<file path="src/rtl/tpu_ctrl_pkg.sv">
// Shared types and helpers for the TPU write-side control blocks.
package tpu_ctrl_pkg;

  // Controller FSM encoding.
  typedef enum logic {
    ST_IDLE = 1'b0,
    ST_RUN  = 1'b1
  } state_e;

  // Step counter must reach L + N - 2 for the largest L, plus one spare bit.
  function automatic int step_width(input int len_w, input int n);
    return len_w + $clog2(n) + 1;
  endfunction

endpackage

</file>
<file path="src/rtl/skewed_wr_control_skew_lane.sv">
// One output-buffer column: enable and address register for lane c,
// driven from the shared step counter t of the controller.
module skew_lane
  import tpu_ctrl_pkg::*;
#(
  parameter int TW         = 11,
  parameter int ADDR_WIDTH = 8,
  parameter int LEN_WIDTH  = 8
) (
  input  logic                  clk,
  input  logic                  reset,
  input  logic [TW-1:0]         i_t,
  input  logic [TW-1:0]         i_lane,
  input  logic [LEN_WIDTH-1:0]  i_len,
  input  logic [ADDR_WIDTH-1:0] i_base,
  input  logic                  i_stall,
  input  logic                  i_run,
  output logic                  o_en,
  output logic [ADDR_WIDTH-1:0] o_addr
);

  logic [TW-1:0] w_off;
  logic          w_hit;

  // Offset of this lane into its own write sequence; only meaningful when t >= c.
  assign w_off = i_t - i_lane;
  // Lane is active for steps c .. c+L-1; comparing the offset avoids c+L overflow.
  assign w_hit = (i_t >= i_lane) && (w_off < TW'(i_len));

  // Register enable every cycle; address only moves when the lane writes.
  always_ff @(posedge clk or negedge reset) begin
    if (!reset) begin
      o_en   <= 1'b0;
      o_addr <= '0;
    end else if (i_run && !i_stall) begin
      o_en <= w_hit;
      if (w_hit) begin
        o_addr <= i_base + ADDR_WIDTH'(w_off);
      end
    end else begin
      o_en <= 1'b0;
    end
  end

endmodule

</file>
<file path="src/rtl/skewed_wr_control.sv">
// Write-side controller for an N x N systolic array output buffer.
// Produces diagonally skewed per-column write enables and addresses.
//
// Handshake: start is sampled only in IDLE; when accepted with num_rows > 0,
// busy rises with the first step and stays high (including stall cycles)
// until the last step has been shown; done is a single-cycle pulse in the
// cycle after that, with busy already low. num_rows == 0 produces done in the
// cycle after start without ever raising busy. A new start may be sampled on
// the same edge that raises done.
module skewed_wr_control
  import tpu_ctrl_pkg::*;
#(
  parameter int WIDTH_HEIGHT = 4,
  parameter int ADDR_WIDTH   = 8,
  parameter int LEN_WIDTH    = 8
) (
  input  logic                               clk,
  input  logic                               reset,
  input  logic                               start,
  input  logic [ADDR_WIDTH-1:0]              base_addr,
  input  logic [LEN_WIDTH-1:0]               num_rows,
  input  logic                               stall,
  output logic                               busy,
  output logic                               done,
  output logic [WIDTH_HEIGHT-1:0]            wr_en,
  output logic [WIDTH_HEIGHT*ADDR_WIDTH-1:0] wr_addr,
  output state_e                             o_dbg_state
);

  localparam int TW = step_width(LEN_WIDTH, WIDTH_HEIGHT);

  state_e                r_state;
  state_e                w_state_nxt;
  logic [TW-1:0]         r_t;
  logic [ADDR_WIDTH-1:0] r_base;
  logic [LEN_WIDTH-1:0]  r_len;
  logic                  r_busy;
  logic                  r_done;
  logic                  w_busy_nxt;
  logic                  w_done_nxt;
  logic                  w_last;
  logic                  w_run;
  logic [ADDR_WIDTH-1:0] w_lane_addr [WIDTH_HEIGHT];

  // Final step is t = L + N - 2 (wraps correctly for N = 1).
  assign w_last = (r_t == (TW'(r_len) + TW'(WIDTH_HEIGHT - 2)));
  assign w_run  = (r_state == ST_RUN);

  // FSM state register.
  always_ff @(posedge clk or negedge reset) begin
    if (!reset) r_state <= ST_IDLE;
    else        r_state <= w_state_nxt;
  end

  // Next state plus next busy/done flags.
  always_comb begin
    w_state_nxt = r_state;
    w_busy_nxt  = 1'b0;
    w_done_nxt  = 1'b0;
    unique case (r_state)
      ST_IDLE: begin
        // r_busy still high here means the previous edge emitted the last step.
        w_done_nxt = r_busy || (start && (num_rows == '0));
        if (start && (num_rows != '0)) w_state_nxt = ST_RUN;
      end
      ST_RUN: begin
        w_busy_nxt = 1'b1;
        if (!stall && w_last) w_state_nxt = ST_IDLE;
      end
      default: w_state_nxt = ST_IDLE;
    endcase
  end

  // Step counter, latched parameters and status outputs.
  always_ff @(posedge clk or negedge reset) begin
    if (!reset) begin
      r_t    <= '0;
      r_base <= '0;
      r_len  <= '0;
      r_busy <= 1'b0;
      r_done <= 1'b0;
    end else begin
      r_busy <= w_busy_nxt;
      r_done <= w_done_nxt;
      if (r_state == ST_IDLE) begin
        if (start) begin
          r_base <= base_addr;
          r_len  <= num_rows;
          r_t    <= '0;
        end
      end else if (!stall) begin
        r_t <= r_t + TW'(1);
      end
    end
  end

  genvar g;
  generate
    for (g = 0; g < WIDTH_HEIGHT; g++) begin : g_lane
      skew_lane #(
        .TW         (TW),
        .ADDR_WIDTH (ADDR_WIDTH),
        .LEN_WIDTH  (LEN_WIDTH)
      ) u_lane (
        .clk     (clk),
        .reset   (reset),
        .i_t     (r_t),
        .i_lane  (TW'(g)),
        .i_len   (r_len),
        .i_base  (r_base),
        .i_stall (stall),
        .i_run   (w_run),
        .o_en    (wr_en[g]),
        .o_addr  (w_lane_addr[g])
      );
      assign wr_addr[g*ADDR_WIDTH +: ADDR_WIDTH] = w_lane_addr[g];
    end
  endgenerate

  assign busy        = r_busy;
  assign done        = r_done;
  assign o_dbg_state = r_state;

endmodule

</file>
<file path="config.mk">
export PLATFORM = sky130hd
export DESIGN_NAME = skewed_wr_control
export DESIGN_NICKNAME = d
export VERILOG_FILES = /design/src/rtl/tpu_ctrl_pkg.sv /design/src/rtl/skewed_wr_control_skew_lane.sv /design/src/rtl/skewed_wr_control.sv
export SDC_FILE = /design/constraint.sdc
export NUM_CORES = 1
export LEC_CHECK = 0
export ABC_CLOCK_PERIOD_IN_PS = 3100
export BUFFER_PORTS_ARGS = -buffer_cell sky130_fd_sc_hd__buf_4
export CAP_MARGIN = 20
export CORE_MARGIN = 2
export CORE_UTILIZATION = 59
export CTS_BUF_LIST = sky130_fd_sc_hd__clkbuf_16
export DETAILED_ROUTE_END_ITERATION = 8
export PLACE_DENSITY = 0.81
export SETUP_SLACK_MARGIN = 0.1
export SLEW_MARGIN = 20
export SYNTH_ARGS = -nofsm -noshare
export SYNTH_HDL_FRONTEND = slang
export SYNTH_SLANG_ARGS = --single-unit
</file>
<file path="constraint.sdc">
create_clock -name clk -period 3.1 [get_ports clk]
set_clock_uncertainty 0.05 [all_clocks]
set_input_delay 0 -clock clk [delete_from_list [all_inputs] [get_ports clk]]
set_output_delay 0 -clock clk [all_outputs]
set_load 0.05 [all_outputs]
</file>
==> results of run 1 <==
final cells by class:
cell class	count	area share [%]
clock buffer	9	3.66
antenna	1	0.0407
timing repair buffer	95	12.3
tap	105	2.13
inverter	25	1.52
clock inverter	7	1.02
sequential	66	26.9
multi-input combinational	413	52.4
critical path: stages, from the launching register on:
cell and delay [ns]:
dfrtp_1 0.40, inv_2 0.17, ha_2 0.27, nor3b_4 0.26, xor2_1 0.25, ha_1 0.28
o21a_1 0.17, o21ai_0 0.24, a21oi_1 0.14, o21ai_2 0.27, nand3_2 0.19, mux2_2 0.33
flip-flops by register name, summed over array words and instances (netlist names):
signal,cells
g_lane.u_lane.o_addr,32
r_t,11
r_base,8
r_len,8
g_lane.u_lane.o_en,4
busy,1
done,1
o_dbg_state,1
through the flow:
stage | instances | area [µm²] | setup TNS, ns
5_1_grt | 721 | 6160 | -1.20
4_1_cts | 711 | 5960 | 0
6_report | 721 | 6160 | -0.338
3_3_place_gp | 676 | 5470 | 0
3_5_place_dp | 676 | 5470 | 0
2_1_floorplan | 522 | 4930 | 0
per-layer routing:
layer / track usage [%] / wire [µm]
met1: 36.9 / 5300
met2: 54.9 / 7180
met3: 5.14 / 1360
met4: 20.0 / 986
met5: 0 / 0
cell families (layout without fill, tap and decap cells):
| kind of cell | after synthesis | count (layout) | share of synthesized area (%) |
|---|---|---|---|
| muxes | 29 | 29 | 6.47 |
| adders and majority gates | 67 | 67 | 17.6 |
| and+or+nand+nor | 156 | 158 | 15.6 |
| other | 0 | 1 | 0 |
| DFF | 66 | 66 | 33.5 |
| AOI/OAI and AO/OA | 111 | 111 | 14.1 |
| buffers and inverters | 45 | 136 | 4.21 |
| xor gates and xnor gates | 48 | 48 | 8.53 |
how the worst max path moves through the flow:
stage	from	cells past startpoint	to	slack [ns]
finish	r_t[1]$_DFFE_PN0P_	11	g_lane[1].u_lane.o_addr[7]$_DFFE_PN0P_	-0.06
detailed placement	r_t[1]$_DFFE_PN0P_	11	g_lane[3].u_lane.o_addr[7]$_DFFE_PN0P_	0.07
global route	r_t[1]$_DFFE_PN0P_	11	g_lane[1].u_lane.o_addr[7]$_DFFE_PN0P_	-0.12
floorplan	r_t[2]$_DFFE_PN0P_	12	g_lane[1].u_lane.o_addr[7]$_DFFE_PN0P_	0.22
CTS	r_t[1]$_DFFE_PN0P_	11	g_lane[1].u_lane.o_addr[7]$_DFFE_PN0P_	0.03
global placement	r_t[1]$_DFFE_PN0P_	11	g_lane[1].u_lane.o_addr[7]$_DFFE_PN0P_	0.22
repair_timing:
action	CTS	global route
pin swaps	1	4
endpoints found under the setup margin	16	23
endpoints found under the hold margin	83	0
cloned	1	1
hold buffers	18	0
gates resized for setup	6	26
buffers inserted	0	8
synth_stat cells, types with 2 or more instances:
master | count | share of area [%]
nor3_1 | 7 | 0.71
o31ai_1 | 9 | 1.4
o21bai_1 | 3 | 0.46
o21ai_1 | 2 | 0.20
buf_4 | 6 | 0.91
nor4_1 | 8 | 1.0
mux2i_1 | 6 | 1.2
dfrtp_1 | 66 | 33
o22ai_1 | 2 | 0.25
mux2_2 | 23 | 5.3
xnor2_1 | 32 | 5.7
nand2_1 | 69 | 5.3
nand2_2 | 2 | 0.25
nor3b_1 | 2 | 0.30
nor3_2 | 2 | 0.41
o2111ai_1 | 3 | 0.53
fa_1 | 4 | 1.6
buf_2 | 7 | 0.71
a31oi_1 | 6 | 0.76
clkbuf_1 | 6 | 0.46
a21oi_1 | 13 | 1.3
nand3_1 | 11 | 1.1
nor2_1 | 24 | 1.8
and3_1 | 2 | 0.25
or4_1 | 3 | 0.46
ha_1 | 63 | 16
o21ai_0 | 43 | 4.4
o21a_1 | 10 | 1.5
nor2b_1 | 9 | 1.1
nand3_2 | 3 | 0.61
a21boi_0 | 3 | 0.46
inv_1 | 25 | 1.9
xor2_1 | 16 | 2.8
a21o_1 | 7 | 1.1
nand4_1 | 3 | 0.38
a211oi_1 | 5 | 0.76
nand2b_1 | 5 | 0.63
==> impl_metrics.json, run 1 <==
{
  "criticalPathCategory": "flip-flop to flip-flop",
  "die_h_um": 95.4,
  "period_needed_ns": 3.16,
  "drtAntennaViolNets": 0,
  "antenna_found_initial": 1,
  "regArea_mm2": 0.00165,
  "ioPinCount": 59,
  "layout-drive-gt1-share_pct": 24.2,
  "portBuffers": 58,
  "finalMaxSlewViolations": 0,
  "syn_inst": 522,
  "firstDrtPassIters": 6,
  "min_to": "r_t[2]$_DFFE_PN0P_",
  "routedWlPerCell_um": 20.6,
  "die-area_mm2": 0.00910,
  "reg2reg_depth": 11,
  "timing.fmax_ghz": 0.316,
  "start_util_pct": 60.3,
  "timing.rr.start": "r_t[1]$_DFFE_PN0P_",
  "synth_cell_types": 49,
  "syn_area_per_cell_um2": 9.45,
  "synth_area_mm2": 0.00493,
  "fin_nets": 697,
  "final_common_cell": "buf_4",
  "drt_drc_violations_left": 0,
  "synth-edff-count": 0,
  "status": "finished, violations left",
  "post-route-period-util_pct": 102,
  "cts-root-buf": "clkbuf_16",
  "grt_start_max_net_pins": 67,
  "drv_cap": 0,
  "cp_max_fo": 6,
  "cp.required_ns": 3.27,
  "dpl.hpwl_um": 9240,
  "grt-ovfl-total": 0,
  "start_kind": "flip-flop",
  "synth_nets": 609,
  "hold_class": "input port to flip-flop",
  "drt_iter0_drc": 544,
  "fillers": 538,
  "cp.arrival_ns": 3.33,
  "setup_viol": 8,
  "core_area_mm2": 0.00818,
  "numCtsBuffers": 9,
  "cp-end-kind": "flip-flop",
  "viasPerCell": 6.35,
  "die_w_um": 95.4,
  "num_rows": 33,
  "tightest_slew_ns": 0.838,
  "final_cell_mix": "buf_4 (77), nand2_1 (69), dfrtp_1 (64)",
  "rsz0062_at_grt": "yes",
  "gp_congestion": 0.988,
  "finalHoldViolCount": 0,
  "min_from": "stall",
  "final_util_pct": 75.3,
  "multiInputGateArea_mm2": 0.00323,
  "tritoncts_num_sinks": 66,
  "async_flop_share_pct": 100,
  "wirelength_um": 14800,
  "violations": "negative setup slack",
  "holdPathStages": 4,
  "whs_ns": 0.0223,
  "ys_ff_latch": 66,
  "seq_area_frac_synth_pct": 33.5,
  "place_ws_ns": 0.0719,
  "clock_latency_ns": 0.34,
  "cts.clk_slew.worst_paths_ns": 0.06,
  "worst_slack_ns": -0.0624,
  "via_count": 4576,
  "yosysWarnings": 0,
  "ys_dominant_reg_cell": "dfrtp_1",
  "grtUsageTotal_pct": 31.9,
  "grt_pass1_wl_um": 21800,
  "clk_path_buf_depth": 2,
  "slew_headroom_pct": 44.1,
  "cts.htree.levels": 3,
  "reg2reg_slack_ns": -0.06,
  "areaGrowthSynthToFinish_pct": 24.8,
  "grt_pass1_vias": 4450,
  "cts_tree": "built",
  "timing.rr.end": "g_lane[1].u_lane.o_addr[7]$_DFFE_PN0P_"
}
Power of run 1 is not shown: default switching activity piles up to over one toggle a cycle in this logic, so the estimate is an artifact.
==> inputs of run 2 (changes only) <==
--- a/config.mk
+++ b/config.mk
@@ -9,10 +9,9 @@
 export BUFFER_PORTS_ARGS = -buffer_cell sky130_fd_sc_hd__buf_4
 export CAP_MARGIN = 20
 export CORE_MARGIN = 2
-export CORE_UTILIZATION = 59
+export CORE_UTILIZATION = 40
 export CTS_BUF_LIST = sky130_fd_sc_hd__clkbuf_16
 export DETAILED_ROUTE_END_ITERATION = 8
-export PLACE_DENSITY = 0.81
 export SETUP_SLACK_MARGIN = 0.1
 export SLEW_MARGIN = 20
 export SYNTH_ARGS = -nofsm -noshare
==> run 2 against run 1 <==
Compared with the run above:
- the flow now finishes without violations
- design area up 0.91%
- sequential share of layout area is 0.24 points lower
- critical path depth unchanged
==> impl_metrics.json, run 2 (synthesis gave the netlist of run 1 again) <==
{
  "start_kind": "flip-flop",
  "firstDrtPassIters": 4,
  "cts-root-buf": "clkbuf_16",
  "period_needed_ns": 2.85,
  "hold_class": "input port to asynchronous set/reset pin",
  "grtUsageTotal_pct": 21.4,
  "via_count": 4165,
  "areaGrowthSynthToFinish_pct": 26.0,
  "post-route-period-util_pct": 92.1,
  "cp-end-kind": "flip-flop",
  "status": "complete, no violations",
  "cp.arrival_ns": 3.03,
  "final_cell_mix": "buf_4 (85), nand2_1 (69), dfrtp_1 (64)",
  "grt.busiest_layer": "met2",
  "largest_reg_flops": 32,
  "finish.instance_area_mm2": 0.00621,
  "place_ws_ns": 0.0298,
  "whs_ns": 0.254,
  "criticalPathCategory": "flip-flop to flip-flop",
  "finalHoldViolCount": 0,
  "ioPinCount": 59,
  "final_common_cell": "buf_4",
  "tns_ns": 0,
  "clk_path_buf_depth": 2,
  "tritoncts_num_sinks": 66,
  "place_area_mm2": 0.00562,
  "routedWlPerCell_um": 17.1,
  "cts.clk_slew.worst_paths_ns": 0.05,
  "gp_congestion": 0.893,
  "largestRegisters": "g_lane.u_lane.o_addr (32), r_t (11)",
  "drt_iter0_drc": 151,
  "timing.fmax_ghz": 0.350,
  "globalRouteMet1Util_pct": 26.7,
  "drv_cap": 0,
  "fin_nets": 706,
  "met2_usage_pct": 35.4,
  "portBuffers": 58,
  "timing.rr.start": "r_t[1]$_DFFE_PN0P_",
  "cts_tree": "built",
  "worst_slack_ns": 0.246,
  "numCtsBuffers": 9,
  "top_register": "g_lane.u_lane.o_addr",
  "drtAntennaViolNets": 0,
  "die_h_um": 115,
  "clock_latency_ns": 0.35,
  "cp_max_fo": 7,
  "reg2reg_slack_ns": 0.25,
  "die_w_um": 115,
  "wirelength_um": 13100,
  "reg2reg_depth": 11,
  "drt_drc_violations_left": 0,
  "num_rows": 40,
  "grt_pass1_vias": 4187,
  "viasPerCell": 5.40,
  "grt_pass1_wl_um": 21600,
  "layout-drive-gt1-share_pct": 23.1,
  "grt_start_max_net_pins": 67,
  "core_area_mm2": 0.0120,
  "antenna_found_initial": 0,
  "slew_headroom_pct": 44.4,
  "rsz0062_at_grt": "yes",
  "met3_usage_pct": 5.11,
  "start_util_pct": 41.1,
  "fillers": 1099,
  "finalMaxSlewViolations": 0,
  "setup_viol": 0,
  "timing.rr.end": "g_lane[3].u_lane.o_addr[7]$_DFFE_PN0P_",
  "cp.required_ns": 3.27,
  "grt-ovfl-total": 0,
  "cts.htree.levels": 3,
  "dpl.hpwl_um": 9550,
  "num_antenna_cells": 0,
  "die-area_mm2": 0.0132,
  "tightest_slew_ns": 0.833
}
[run 2: how the worst max path moves through the flow]
stage	depth (start not counted)	startpoint	slack [ns]	end
5_1_grt	11	r_t[1]$_DFFE_PN0P_	0.09	g_lane[3].u_lane.o_addr[7]$_DFFE_PN0P_
2_1_floorplan	12	r_t[2]$_DFFE_PN0P_	0.22	g_lane[1].u_lane.o_addr[7]$_DFFE_PN0P_
4_1_cts	12	r_t[1]$_DFFE_PN0P_	0.11	g_lane[1].u_lane.o_addr[3]$_DFFE_PN0P_
6_report	11	r_t[1]$_DFFE_PN0P_	0.25	g_lane[3].u_lane.o_addr[7]$_DFFE_PN0P_
3_3_place_gp	11	r_t[1]$_DFFE_PN0P_	0.16	g_lane[1].u_lane.o_addr[1]$_DFFE_PN0P_
3_5_place_dp	11	r_t[1]$_DFFE_PN0P_	0.03	g_lane[1].u_lane.o_addr[3]$_DFFE_PN0P_
[run 2: worst max-delay path, stage by stage, from the launching register on]
cell and delay (ns):
dfrtp_2 0.45, ha_1 0.25, a21oi_4 0.17, buf_4 0.13, xor2_1 0.21, ha_1 0.30, o21ai_0 0.09, nor2_1 0.09
or4_1 0.43, a31oi_2 0.19, xnor2_1 0.09, mux2_2 0.26
[run 2: stage by stage]
step           instances  utilization, %
2_1_floorplan        522               -
6_report             771            51.7
5_1_grt              771            51.7
4_1_cts              767            50.8
3_5_place_dp         732            46.8
3_3_place_gp         732            46.8
[run 2: final cells by class]
type                       count  area (µm²)  share of cell area (%)
sequential                    66        1650                    26.6
inverter                      25        93.8                    1.51
tap                          147         184                    2.96
clock buffer                   9         225                    3.63
timing repair buffer         105         848                    13.7
clock inverter                 7        61.3                   0.987
multi-input combinational    412        3150                    50.6
[run 2: routing by layer]
layer,routed length [µm],vias up
li1,-,2033
met1,5760,2015
met2,6350,87
met3,609,30
met4,434,0
met5,0,-
[run 2: timing repair]
| item | CTS | global route |
|---|---|---|
| hold buffers | 19 | 0 |
| hold endpoints to repair | 85 | 0 |
| pin swaps | 0 | 4 |
| setup buffers | 0 | 3 |
| endpoints found under the setup margin | 8 | 23 |
| gates resized for setup | 1 | 15 |
| cloned | 0 | 1 |
Power of run 2 is left out for the same reason.
